$ cat src/rtl/enable_gated_wr_buffer.sv
// enable_gated_wr_buffer: synchronous FIFO that stores a write only when both
// write and enable are high. A write with enable low is never stored. It sets a
// sticky illegal_wr flag and bumps a saturating violation counter.
module enable_gated_wr_buffer #(
    parameter int unsigned DATA_W = 8,
    parameter int unsigned DEPTH  = 8,
    parameter int unsigned ERR_W  = 8
) (
    input  logic                       clk,
    input  logic                       rst_n,
    input  logic                       enable,
    input  logic                       write,
    input  logic [DATA_W-1:0]          wr_data,
    input  logic                       read,
    output logic [DATA_W-1:0]          rd_data,
    output logic                       rd_valid,
    output logic                       full,
    output logic                       empty,
    output logic [$clog2(DEPTH):0]     count,
    output logic                       illegal_wr,
    output logic                       overflow,
    output logic [ERR_W-1:0]           err_count,
    input  logic                       clr_err
);

    localparam int unsigned AW = $clog2(DEPTH);
    localparam int unsigned CW = AW + 1;

    logic [DATA_W-1:0] r_mem [DEPTH];
    logic [AW-1:0]     r_wptr;
    logic [AW-1:0]     r_rptr;
    logic [CW-1:0]     r_count;
    logic [DATA_W-1:0] r_rd_data;
    logic              r_rd_valid;
    logic              r_illegal;
    logic              r_overflow;
    logic [ERR_W-1:0]  r_err_cnt;

    logic              w_full;
    logic              w_empty;
    logic              w_rd_acc;
    logic              w_wr_acc;
    logic              w_illegal;
    logic              w_ovf;
    logic [CW-1:0]     w_count_nxt;
    logic [ERR_W-1:0]  w_err_nxt;

    // Status derived only from registered occupancy, so there is no input-to-status path.
    always_comb begin
        w_full  = (r_count == CW'(DEPTH));
        w_empty = (r_count == '0);
    end

    // Handshake decode: a read frees a slot, so a write on full is accepted alongside it.
    always_comb begin
        w_rd_acc  = read & ~w_empty;
        w_wr_acc  = write & enable & (~w_full | w_rd_acc);
        w_illegal = write & ~enable;
        w_ovf     = write & enable & w_full & ~w_rd_acc;
    end

    // Next occupancy and next violation count; clr_err loses to a same-cycle violation.
    always_comb begin
        w_count_nxt = r_count;
        if (w_wr_acc && !w_rd_acc) begin
            w_count_nxt = r_count + CW'(1);
        end else if (!w_wr_acc && w_rd_acc) begin
            w_count_nxt = r_count - CW'(1);
        end

        w_err_nxt = r_err_cnt;
        if (clr_err) begin
            w_err_nxt = w_illegal ? ERR_W'(1) : '0;
        end else if (w_illegal && (r_err_cnt != {ERR_W{1'b1}})) begin
            w_err_nxt = r_err_cnt + ERR_W'(1);
        end
    end

    // Storage array, deliberately left uncleared by reset.
    always_ff @(posedge clk) begin
        if (rst_n && w_wr_acc) begin
            r_mem[r_wptr] <= wr_data;
        end
    end

    // Pointers, occupancy, read data and error state with synchronous reset.
    always_ff @(posedge clk) begin
        if (!rst_n) begin
            r_wptr     <= '0;
            r_rptr     <= '0;
            r_count    <= '0;
            r_rd_data  <= '0;
            r_rd_valid <= 1'b0;
            r_illegal  <= 1'b0;
            r_overflow <= 1'b0;
            r_err_cnt  <= '0;
        end else begin
            r_count    <= w_count_nxt;
            r_rd_valid <= w_rd_acc;
            if (w_wr_acc) begin
                r_wptr <= r_wptr + AW'(1);
            end
            if (w_rd_acc) begin
                r_rd_data <= r_mem[r_rptr];
                r_rptr    <= r_rptr + AW'(1);
            end
            r_illegal  <= w_illegal | (r_illegal & ~clr_err);
            r_overflow <= w_ovf | (r_overflow & ~clr_err);
            r_err_cnt  <= w_err_nxt;
        end
    end

    // Output drive.
    always_comb begin
        rd_data    = r_rd_data;
        rd_valid   = r_rd_valid;
        full       = w_full;
        empty      = w_empty;
        count      = r_count;
        illegal_wr = r_illegal;
        overflow   = r_overflow;
        err_count  = r_err_cnt;
    end

endmodule

$ cat config.mk
export PLATFORM = sky130hd
export DESIGN_NAME = enable_gated_wr_buffer
export DESIGN_NICKNAME = d
export VERILOG_FILES = /design/src/rtl/enable_gated_wr_buffer.sv
export SDC_FILE = /design/constraint.sdc
export NUM_CORES = 1
export LEC_CHECK = 0
export ABC_CLOCK_PERIOD_IN_PS = 5100
export BUFFER_PORTS_ARGS = -buffer_cell sky130_fd_sc_hd__buf_4
export CAP_MARGIN = 5
export CORE_MARGIN = 2
export CORE_UTILIZATION = 62
export DETAILED_ROUTE_END_ITERATION = 8
export PLACE_DENSITY = 0.95
export SLEW_MARGIN = 20
export SYNTH_ARGS = -nofsm -noshare
export SYNTH_HDL_FRONTEND = slang
export SYNTH_SLANG_ARGS = --single-unit
export TNS_END_PERCENT = 100
$ cat constraint.sdc
create_clock -name clk -period 5.1 [get_ports clk]
set_input_delay 1.275 -clock clk [delete_from_list [all_inputs] [get_ports clk]]
set_output_delay 1.275 -clock clk [all_outputs]
set_load 0.05 [all_outputs]
==> metrics.md, run 1 <==
| Metric | Value |
|---|---|
| Status | finished clean |
| IO buf count | 38 |
| Slew margin rel. | 0.408 |
| Met3 routed wirelength | between 300 and 400 um |
| Die width | 82.0 um |
| I/O pin count | 39 |
| Worst hold margin | around 0.49 ns |
| CTS resizes | 0 |
| Share of flip-flops with an asynchronous set or reset | 0 |
| Final ANT Viol Nets | 0 |
| Fin. Hold Viols | 0 |
| Top cell type's share of synthesized area | 0.509 |
| Syn avg cell area | 15.0 sq um |
| Largest cells by area after synthesis | edfxtp_1, dfxtp_1, mux4_2 |
| Placed Instances | 362 |
| Ant. Diodes | 0 |
| Placed Area | 0.00416 sq mm |
| Synth Flop Type | edfxtp_1 |
| Sum Neg Setup Slack | 0 ns |
| Crit path depth | 3 |
| EDFF count, synth | 64 |
| # hold bufs at CTS | 0 |
| CTS clk-pin slew, worst paths | 0.09 ns |
| Metal-1 WL | 2.87 mm |
| Largest net degree at the start of global routing | 29 |
| Clock Sink Count | 93 |
| CORE AREA | 0.00592 sq mm |
| Netlist cell types | 46 |
| CTS Buffer Depth | 2 |
| GRT Total Usage | 0.229 |
| Setup ws final | between 2 and 2.5 ns |
| Root Buffer | clkbuf_8 |
| Slew of the pin with the lowest slew margin | between 0.8 and 0.9 ns |
| H-tree depth | 3 |
| Initial antenna violation count | 0 |
| Starting Density | 0.638 |
| CP Cell Sequence | or4b_4, inv_1, buf_4 |
| Setup Viol. Count Final | 0 |
| Final Net Count | about 320 |
| DR pass1 iterations | 4 |
| Global placement routability congestion | 0.818 |
| Die area | roughly 0.0067 sq mm |
| # rows | 28 |
| Max-Cap Viols | 0 |
| Leakage | 1.57 nW |
| Crit path buf inv count | 2 |
| Fmax | 342 MHz |
| Peak supply drop | roughly 0.28 mV |
| WHS Path Cells | 2 |
| Final instance area | 0.00437 sq mm |
| Syn_nets | 273 |
| HP Class | reg2reg |
| Post-layout util | 0.738 |
| Worst endpoint data arrival time | 1.65 ns |
| P&R area growth vs syn | 15.6% |
| Global-route wire length before repair | 10.9 mm |
| Register bit count reported by yosys | 93 |
| Pre-CTS WS | between 1.5 and 2 ns |
| Wire per inst | 19.0 um |
| CTS buffer count | 9 |
| Post-CTS Setup Inserts | 0 |
| Synth warnings | 0 |
| RSZ-0062 raised after global routing | no |
| Critical Path Source Type | flop |
| Biggest area consumer among synthesized cells | edfxtp_1 |
| CP required | between 3 and 4 ns |
| Fin crit share | 0.574 |
| Crit path largest cell delay | 0.62 ns |
| Final Non-Filler Cells | 378 |
| Mapped cell area | around 0.0038 sq mm |
| Via Count | 2257 |
| Worst skew pair latency | approximately 0.36 ns |
| Sequential fraction of the synthesis area | 0.663 |
| CTS tree | built |
| Vias per cell | 5.97 |
| DR iter-0 viols | 130 |
| CP Class | reg2out |
| Die H | 82.0 um |
| Critical Path Fanout Max | 7 |
| GRT overflow | 0 |
| Post-layout power | 2.04 mW |
| Cell area power density | 466 mW/mm^2 |
| Uppermost layer routed | met4 |
| Routed met2 length | 3.79 mm |
| Detailed-route DRC error count | 0 |
| Top Family by Delay on Critical Path | simple AND/OR/NAND/NOR gates |
| Max-slew violation total from the final report | 0 |
| Most frequent cells in the layout | edfxtp_1, buf_4, dfxtp_1, nor2_1, mux4_2 |
| CP max-delay cell | or4b_4 |
| Detailed Route WL | 7.18 mm |
| Final Skew | 0.00978 ns |
| Min Tclk post-route | 2.93 ns |
| R2r worst-path depth | 10 |
| Worst Setup End Kind | primary output |
| Fraction of layout cells with a size suffix above 1 | 0.277 |
| Worst R2R Setup Slack | 2.38 ns |
| Most common cell after layout, fill and taps aside | edfxtp_1 |
| Cells after Synth | 252 |
| Post-DP HPWL | 4.63 mm |
| Number of global-route vias before repair | 2224 |
[area by class of cell]
cell class	count	area, sq um
clock inverter	7	80.1
timing repair buffer	45	338
fill	359	1550
multi-input combinational	142	1200
tap	75	93.8
sequential	93	2500
clock buffer	9	124
inverter	7	26.3
[final timing paths]
kind,end,startpoint
max,full,count[0]
min,illegal_wr,illegal_wr
max reg2reg,count[3],count[0]
min reg2reg,illegal_wr,illegal_wr
[power by group]
| part | switching, mW | internal (mW) |
|---|---|---|
| sequential | 0.0578 | 0.858 |
| clock | 0.263 | 0.234 |
| combinational | 0.373 | 0.250 |
| total | 0.694 | 1.34 |
[registers in the layout, indices dropped and copies added (netlist names)]
name        flops
r_wptr          3
err_count       8
illegal_wr      1
r_mem          64
rd_data         8
rd_valid        1
r_rptr          3
overflow        1
count           4
[worst reg2reg max path, delay by kind of cell (launching register included)]
family                   cells  cell delay (ns)
AO/OA/AOI/OAI                4             0.77
AND/OR/NAND/NOR              1             0.62
adder cells (fa/ha/maj)      2             0.47
flip-flops                   1             0.41
multiplexers                 1             0.20
buffers and inverters        2             0.19
[metal layers]
| layer | up-vias | GRT usage |
|---|---|---|
| met5 | - | 0 |
| met4 | 0 | 0.120 |
| met3 | 19 | 0.0429 |
| met2 | 68 | 0.376 |
| met1 | 1114 | 0.293 |
| li1 | 1056 | - |
[kinds of logic (layout without fill, tap and decap cells)]
family | after synthesis | count (layout) | synth area share
AO/OA/AOI/OAI | 36 | 36 | 0.0666
XOR/XNOR | 8 | 8 | 0.0186
adder cells (fa/ha/maj) | 7 | 7 | 0.0252
buffers and inverters | 17 | 68 | 0.0189
flip-flops | 93 | 93 | 0.663
multiplexers | 21 | 21 | 0.109
AND/OR/NAND/NOR | 70 | 70 | 0.0994
[Yosys cell counts (2+ instances only)]
| cell | number |
|---|---|
| nand2_1 | 8 |
| and2_1 | 8 |
| and3_1 | 2 |
| nor2b_1 | 3 |
| nor3_1 | 9 |
| mux4_2 | 16 |
| a21oi_1 | 4 |
| o21ai_0 | 9 |
| xor2_1 | 3 |
| a31oi_1 | 3 |
| o211ai_1 | 2 |
| xnor2_1 | 5 |
| nand3_1 | 5 |
| buf_2 | 2 |
| clkbuf_1 | 5 |
| inv_1 | 7 |
| dfxtp_1 | 29 |
| ha_1 | 6 |
| nor2_1 | 18 |
| mux2i_1 | 5 |
| nor4_1 | 3 |
| o22ai_1 | 8 |
| nand2b_1 | 6 |
| edfxtp_1 | 64 |
Note: power is estimated with default switching activity, not from simulation.
==> inputs of run 2 (changes only) <==
--- a/config.mk
+++ b/config.mk
@@ -5,13 +5,13 @@
 export SDC_FILE = /design/constraint.sdc
 export NUM_CORES = 1
 export LEC_CHECK = 0
-export ABC_CLOCK_PERIOD_IN_PS = 5100
+export ABC_CLOCK_PERIOD_IN_PS = 2500
 export BUFFER_PORTS_ARGS = -buffer_cell sky130_fd_sc_hd__buf_4
 export CAP_MARGIN = 5
 export CORE_MARGIN = 2
-export CORE_UTILIZATION = 62
+export CORE_UTILIZATION = 52
 export DETAILED_ROUTE_END_ITERATION = 8
-export PLACE_DENSITY = 0.95
+export PLACE_DENSITY = 0.87
 export SLEW_MARGIN = 20
 export SYNTH_ARGS = -nofsm -noshare
 export SYNTH_HDL_FRONTEND = slang
==> constraint.sdc (replaced) <==
create_clock -name clk -period 2.5 [get_ports clk]
set_input_delay 0.625 -clock clk [delete_from_list [all_inputs] [get_ports clk]]
set_output_delay 0.625 -clock clk [all_outputs]
set_load 0.05 [all_outputs]
==> run 2 against run 1 <==
Compared with the run above: global-route usage decreased by 3.8 points; combinational power increased by 120%; total power increased by 100%; critical endpoint is now count[3]; largest cell class unchanged; die area increased by 18%.
==> metrics.md, run 2 (synthesis gave the netlist of run 1 again) <==
| Metric | Value |
|---|---|
| Die H | 89.2 um (was 82.0 um) |
| Fin. Hold Viols | 0 (unchanged) |
| Top reg by flops | r_mem (unchanged) |
| I/O pin count | 39 (unchanged) |
| Largest register FFs | 64 (unchanged) |
| Post-layout power | 4.10 mW (was 2.04 mW) |
| Setup ws final | 0.136 ns (was 2.17 ns) |
| Slew of the pin with the lowest slew margin | 0.396 ns (was 0.885 ns) |
| H-tree depth | 3 (unchanged) |
| Most frequent cells in the layout | edfxtp_1, buf_4, dfxtp_1, nor2_1, mux4_2 (unchanged) |
| Final Skew | 0.00863 ns (was 0.00978 ns) |
| Peak supply drop | 0.356 mV (was 0.281 mV) |
| Worst R2R Setup Slack | 0.14 ns (was 2.38 ns) |
| CP required | 2.78 ns (was 3.83 ns) |
| GRT overflow | 0 (unchanged) |
| Largest net degree at the start of global routing | 29 (unchanged) |
| FF+latch area | 0.00251 sq mm (was 0.00250 sq mm) |
| Wire per inst | 17.7 um (was 19.0 um) |
| Most common cell after layout, fill and taps aside | edfxtp_1 (unchanged) |
| Fmax | 423 MHz |
| Pre-CTS WS | 0.0263 ns (was 1.82 ns) |
| Via Count | 2296 (was 2257) |
| Vias per cell | 5.59 (was 5.97) |
| Cell area power density | 918 mW/mm^2 (was 466 mW/mm^2) |
| Leakage | 1.60 nW (was 1.57 nW) |
| Worst Setup End Kind | flop (was primary output) |
| GRT Total Usage | 0.191 (was 0.229) |
| Ant. Diodes | 0 (unchanged) |
| P&R area growth vs syn | 18.3% (was 15.6%) |
| Detailed-route DRC error count | 0 (unchanged) |
| Number of global-route vias before repair | 2162 (was 2224) |
| Fraction of layout cells with a size suffix above 1 | 0.321 (was 0.277) |
| CTS Buffer Depth | 2 (unchanged) |
| Slew margin rel. | 0.736 (was 0.408) |
| Critical Path Fanout Max | 6 (was 7) |
| Max-Cap Viols | 0 (unchanged) |
| Clock Sink Count | 93 (unchanged) |
| Starting Density | 0.529 (was 0.638) |
| HP Class | reg2reg (unchanged) |
| Worst skew pair latency | 0.35 ns (was 0.36 ns) |
| Fin crit share | 0.945 |
| # hold bufs at CTS | 0 (unchanged) |
| Max-slew violation total from the final report | 0 (unchanged) |
| Min Tclk post-route | between 2 and 2.5 ns |
| Detailed Route WL | 7.26 mm (was 7.18 mm) |
| Status | finished clean (unchanged) |
| CTS tree | built (unchanged) |
| DR iter-0 viols | 200 (was 130) |
| Root Buffer | clkbuf_8 (unchanged) |
| # rows | 31 (was 28) |
| Worst hold margin | 0.487 ns (was 0.486 ns) |
| Worst endpoint data arrival time | 2.65 ns (was 1.65 ns) |
| CP Class | reg2reg (was reg2out) |
| Global placement routability congestion | 0.803 (was 0.818) |
| DR pass1 iterations | 4 (unchanged) |
| CTS buffer count | 9 (unchanged) |
| IO buf count | 38 (unchanged) |
| Critical Path Source Type | flop (unchanged) |
| Final ANT Viol Nets | 0 (unchanged) |
| Multi-input gate area | 0.00122 sq mm (was 0.00120 sq mm) |
| CTS clk-pin slew, worst paths | 0.09 ns (about the same) |
| Post-DP HPWL | 4.59 mm (was 4.63 mm) |
| Initial antenna violation count | 0 (unchanged) |
| CORE AREA | 0.00714 sq mm (was 0.00592 sq mm) |
| Die area | 0.00796 sq mm (was 0.00673 sq mm) |
| Final Net Count | 328 (was 319) |
| Filler cells | 536 (was 359) |
| Global-route wire length before repair | 11.0 mm (was 10.9 mm) |
| Die width | 89.2 um (was 82.0 um) |
| Setup Viol. Count Final | 0 (unchanged) |
run 2: changes by cell type in the layout (fill, tap and decap cells not counted), moves of 2 or more:
cell	before	now
buf_4	45	54
dfxtp_1	29	25
clkinv_4	0	3
dfxtp_2	0	3
inv_6	3	1
run 2: layout make-up:
type | instances | area share
clock buffer | 10 | 0.0286
clock inverter | 6 | 0.0106
inverter | 7 | 0.00588
multi-input combinational | 142 | 0.274
sequential | 93 | 0.562
tap | 99 | 0.0277
timing repair buffer | 54 | 0.0908
run 2: worst max-delay path: stages, from the launching register on:
cell and delay, ns:
dfxtp_2 0.38, or4b_4 0.54, o21bai_4 0.18, inv_1 0.06, ha_1 0.20, inv_2 0.11
ha_4 0.22, a21oi_2 0.16, a211oi_1 0.09, a31oi_1 0.18, mux2i_1 0.19
run 2: timing repair:
action | in CTS | in global routing
setup endpoints to repair | 1 | 1
resized for setup | 1 | 2
pin swaps | 0 | 2
setup buffers | 0 | 2
run 2: where the power goes:
group	internal [mW]	leakage [nW]	total (mW)	switching, mW
Clock	0.369	0.0868	0.891	0.522
Sequential	1.76	0.815	1.83	0.0712
Combinational	0.558	0.697	1.38	0.823
Total	2.69	1.60	4.10	1.42
run 2: worst paths after layout:
kind	from	end	cells past startpoint
max	count[2]	count[3]	10
min	illegal_wr	illegal_wr	2
max reg2reg	count[2]	count[3]	10
min reg2reg	illegal_wr	illegal_wr	2
run 2: through the flow:
stage,util,instances,TNS (ns),cell area (sq um)
floorplan,-,252,0,3790
global placement,0.597,393,0,4260
detailed placement,0.597,393,0,4260
CTS,0.622,409,0,4440
global route,0.626,411,-0.0184,4470
finish,0.626,411,0,4470
run 2: routing by layer:
metal / up-vias / global-route usage / share of wire
li1: 1073 / - / -
met1: 1169 / 0.253 / 0.43
met2: 47 / 0.314 / 0.52
met3: 7 / 0.0277 / 0.035
met4: 0 / 0.0909 / 0.015
met5: - / 0 / 0
==> inputs of run 3 (changes only) <==
--- a/config.mk
+++ b/config.mk
@@ -5,13 +5,13 @@
 export SDC_FILE = /design/constraint.sdc
 export NUM_CORES = 1
 export LEC_CHECK = 0
-export ABC_CLOCK_PERIOD_IN_PS = 2500
+export ABC_CLOCK_PERIOD_IN_PS = 3000
 export BUFFER_PORTS_ARGS = -buffer_cell sky130_fd_sc_hd__buf_4
 export CAP_MARGIN = 5
 export CORE_MARGIN = 2
-export CORE_UTILIZATION = 52
+export CORE_UTILIZATION = 62
 export DETAILED_ROUTE_END_ITERATION = 8
-export PLACE_DENSITY = 0.87
+export PLACE_DENSITY = 0.95
 export SLEW_MARGIN = 20
 export SYNTH_ARGS = -nofsm -noshare
 export SYNTH_HDL_FRONTEND = slang
==> constraint.sdc (replaced) <==
create_clock -name clk -period 3 [get_ports clk]
set_input_delay 0.75 -clock clk [delete_from_list [all_inputs] [get_ports clk]]
set_output_delay 0.75 -clock clk [all_outputs]
set_load 0.05 [all_outputs]
==> run 3 against run 2 <==
Compared with the run above: register-to-register slack better by 0.15 ns; sequential power is 15% lower; total power is 16% lower; critical path depth stayed put; design area is 2.0% lower; critical path type unchanged; combinational power is 23% lower; via count is 0.91% lower; largest power group unchanged; highest routed layer unchanged; clock power is 7.5% lower; first-iteration DRC count is 1.5% higher; sequential share of layout area is 1.0 points higher.
==> metrics.md, run 3 (synthesis gave the netlist of run 1 again) <==
| Metric | Value |
|---|---|
| Most frequent cells in the layout | edfxtp_1, buf_4, dfxtp_1, nor2_1, mux4_2 (unchanged) |
| CTS Buffer Depth | 2 (unchanged) |
| Worst Setup End Kind | flop (unchanged) |
| IO buf count | 38 (unchanged) |
| DR pass1 iterations | 4 (unchanged) |
| Peak supply drop | 0.487 mV (was 0.356 mV) |
| Part of the power in registers | 0.453 (was 0.446) |
| # rows | 28 (was 31) |
| Final Net Count | 321 (was 328) |
| Multi-input gate area | 0.00120 sq mm (was 0.00122 sq mm) |
| Fin. Hold Viols | 0 (unchanged) |
| Comb power frac | 0.308 (was 0.337) |
| Die H | 82.0 um (was 89.2 um) |
| Worst endpoint data arrival time | 3.00 ns (was 2.65 ns) |
| Min Tclk post-route | 2.72 ns (was 2.36 ns) |
| Detailed-route DRC error count | 0 (unchanged) |
| Post-CTS Setup Inserts | 0 (unchanged) |
| Global-route wire length before repair | 11.5 mm (was 11.0 mm) |
| Leakage | 1.57 nW (was 1.60 nW) |
| # hold bufs at CTS | 0 (unchanged) |
| Status | finished clean (unchanged) |
| Worst skew pair latency | 0.35 ns (about the same) |
| Fin crit share | 0.905 (was 0.945) |
| H-tree depth | 3 (unchanged) |
| Clock Sink Count | 93 (unchanged) |
| HP Class | reg2reg (unchanged) |
| Final ANT Viol Nets | 0 (unchanged) |
| Filler cells | 364 (was 536) |
| CTS resizes | 0 (was 1) |
| FF+latch area | 0.00250 sq mm (was 0.00251 sq mm) |
| GRT overflow | 0 (unchanged) |
| GRT Total Usage | 0.241 (was 0.191) |
| Max-slew violation total from the final report | 0 (unchanged) |
| P&R area growth vs syn | 15.8% (was 18.3%) |
| RSZ-0062 raised after global routing | no |
| Number of global-route vias before repair | 2302 (was 2162) |
| Global placement routability congestion | 0.829 (was 0.803) |
| RR Startpoint | count[0] (was count[2]) |
| Worst hold start | rd_data[2] (was illegal_wr) |
| Post-layout power | 3.44 mW (was 4.10 mW) |
| Sum Neg Setup Slack | 0 ns (unchanged) |
| Final Skew | 0.0103 ns (was 0.00863 ns) |
| Top reg by flops | r_mem (unchanged) |
| Initial antenna violation count | 0 (unchanged) |
| Most common cell after layout, fill and taps aside | edfxtp_1 (unchanged) |
| Critical Path Source Type | flop (unchanged) |
| Largest net degree at the start of global routing | 29 (unchanged) |
| CP required | 3.28 ns (was 2.78 ns) |
| Ant. Diodes | 0 (unchanged) |
| Root Buffer | clkbuf_8 (unchanged) |
| Sw frac | 0.339 (was 0.345) |
| Fraction of layout cells with a size suffix above 1 | 0.279 (was 0.321) |
| CP Class | reg2reg (unchanged) |
| Post-DP HPWL | 4.78 mm (was 4.59 mm) |
| CORE AREA | 0.00592 sq mm (was 0.00714 sq mm) |
| Detailed Route WL | 7.29 mm (was 7.26 mm) |
| Net switching power | 1.16 mW (was 1.42 mW) |
| Max-Cap Viols | 0 (unchanged) |
| CTS tree | built (unchanged) |
| Cell area power density | 785 mW/mm^2 (was 918 mW/mm^2) |
| CTS clk-pin slew, worst paths | 0.09 ns (about the same) |
| Vias per cell | 5.99 (was 5.59) |
| Internal power | 2.27 mW (was 2.69 mW) |
| Critical Path Fanout Max | 7 (was 6) |
| Fmax | 368 MHz (was 423 MHz) |
| Slew margin rel. | 0.464 (was 0.736) |
| CTS buffer count | 9 (unchanged) |
| Die width | 82.0 um (was 89.2 um) |
| Crit path launch | count[0] (was count[2]) |
| Setup Viol. Count Final | 0 (unchanged) |
| Clk network pwr share | 0.240 (was 0.217) |
| I/O pin count | 39 (unchanged) |
| Wire per inst | 19.2 um (was 17.7 um) |
| DR iter-0 viols | 203 (was 200) |
| Starting Density | 0.638 (was 0.529) |
| Via Count | 2275 (was 2296) |
| Die area | 0.00673 sq mm (was 0.00796 sq mm) |
| Largest register FFs | 64 (unchanged) |
| Slew of the pin with the lowest slew margin | 0.803 ns (was 0.396 ns) |
## run 3: power by group through the flow
stage | sequential (mW) | clock, mW | combinational [mW]
6_report | 1.55 | 0.824 | 1.06
5_1_grt | 1.57 | 0.887 | 1.14
4_1_cts | 1.56 | 0.836 | 1.06
3_5_place_dp | 1.58 | 0 | 1.06
3_3_place_gp | 1.58 | 0 | 1.03
2_1_floorplan | 1.79 | 0 | 0.584
## run 3: cell type report
cell class	instances	share of cell area
inverter	7	0.00601
timing repair buffer	47	0.0807
sequential	93	0.572
clock buffer	9	0.0283
multi-input combinational	142	0.275
tap	75	0.0215
clock inverter	7	0.0166
## run 3: worst paths after layout
check / slack (ns) / endpoint / cells after the start
max: 0.28 / count[3] / 10
min: 0.52 / rd_data[2] / 2
max reg2reg: 0.28 / count[3] / 10
min reg2reg: 0.52 / rd_data[2] / 2
## run 3: metrics by stage
stage	setup WS [ns]	instances	util	hold slack (ns)	instance area, sq um
after floorplan	0.105	252	-	0.562	3780
after global placement	0.427	364	0.706	0.468	4180
after detailed placement	0.305	364	0.706	0.505	4180
after CTS	0.277	380	0.739	0.527	4370
after global routing	0.151	380	0.739	0.571	4370
final	0.285	380	0.739	0.525	4370
## run 3: metal layers
metal,up-vias,global-route usage,part of all wire
met5,-,0,0
met3,12,0.0538,0.053
met2,55,0.410,0.55
li1,1065,-,-
met4,0,0.0983,0.015
met1,1143,0.302,0.39
## run 3: critical path: stages, from the launching register on
cell	delay, ns
dfxtp_1	0.41
or4b_4	0.62
o21bai_4	0.17
inv_1	0.06
ha_1	0.19
inv_1	0.13
ha_1	0.29
a21oi_1	0.23
a211oi_1	0.12
a31oi_1	0.22
mux2i_1	0.20
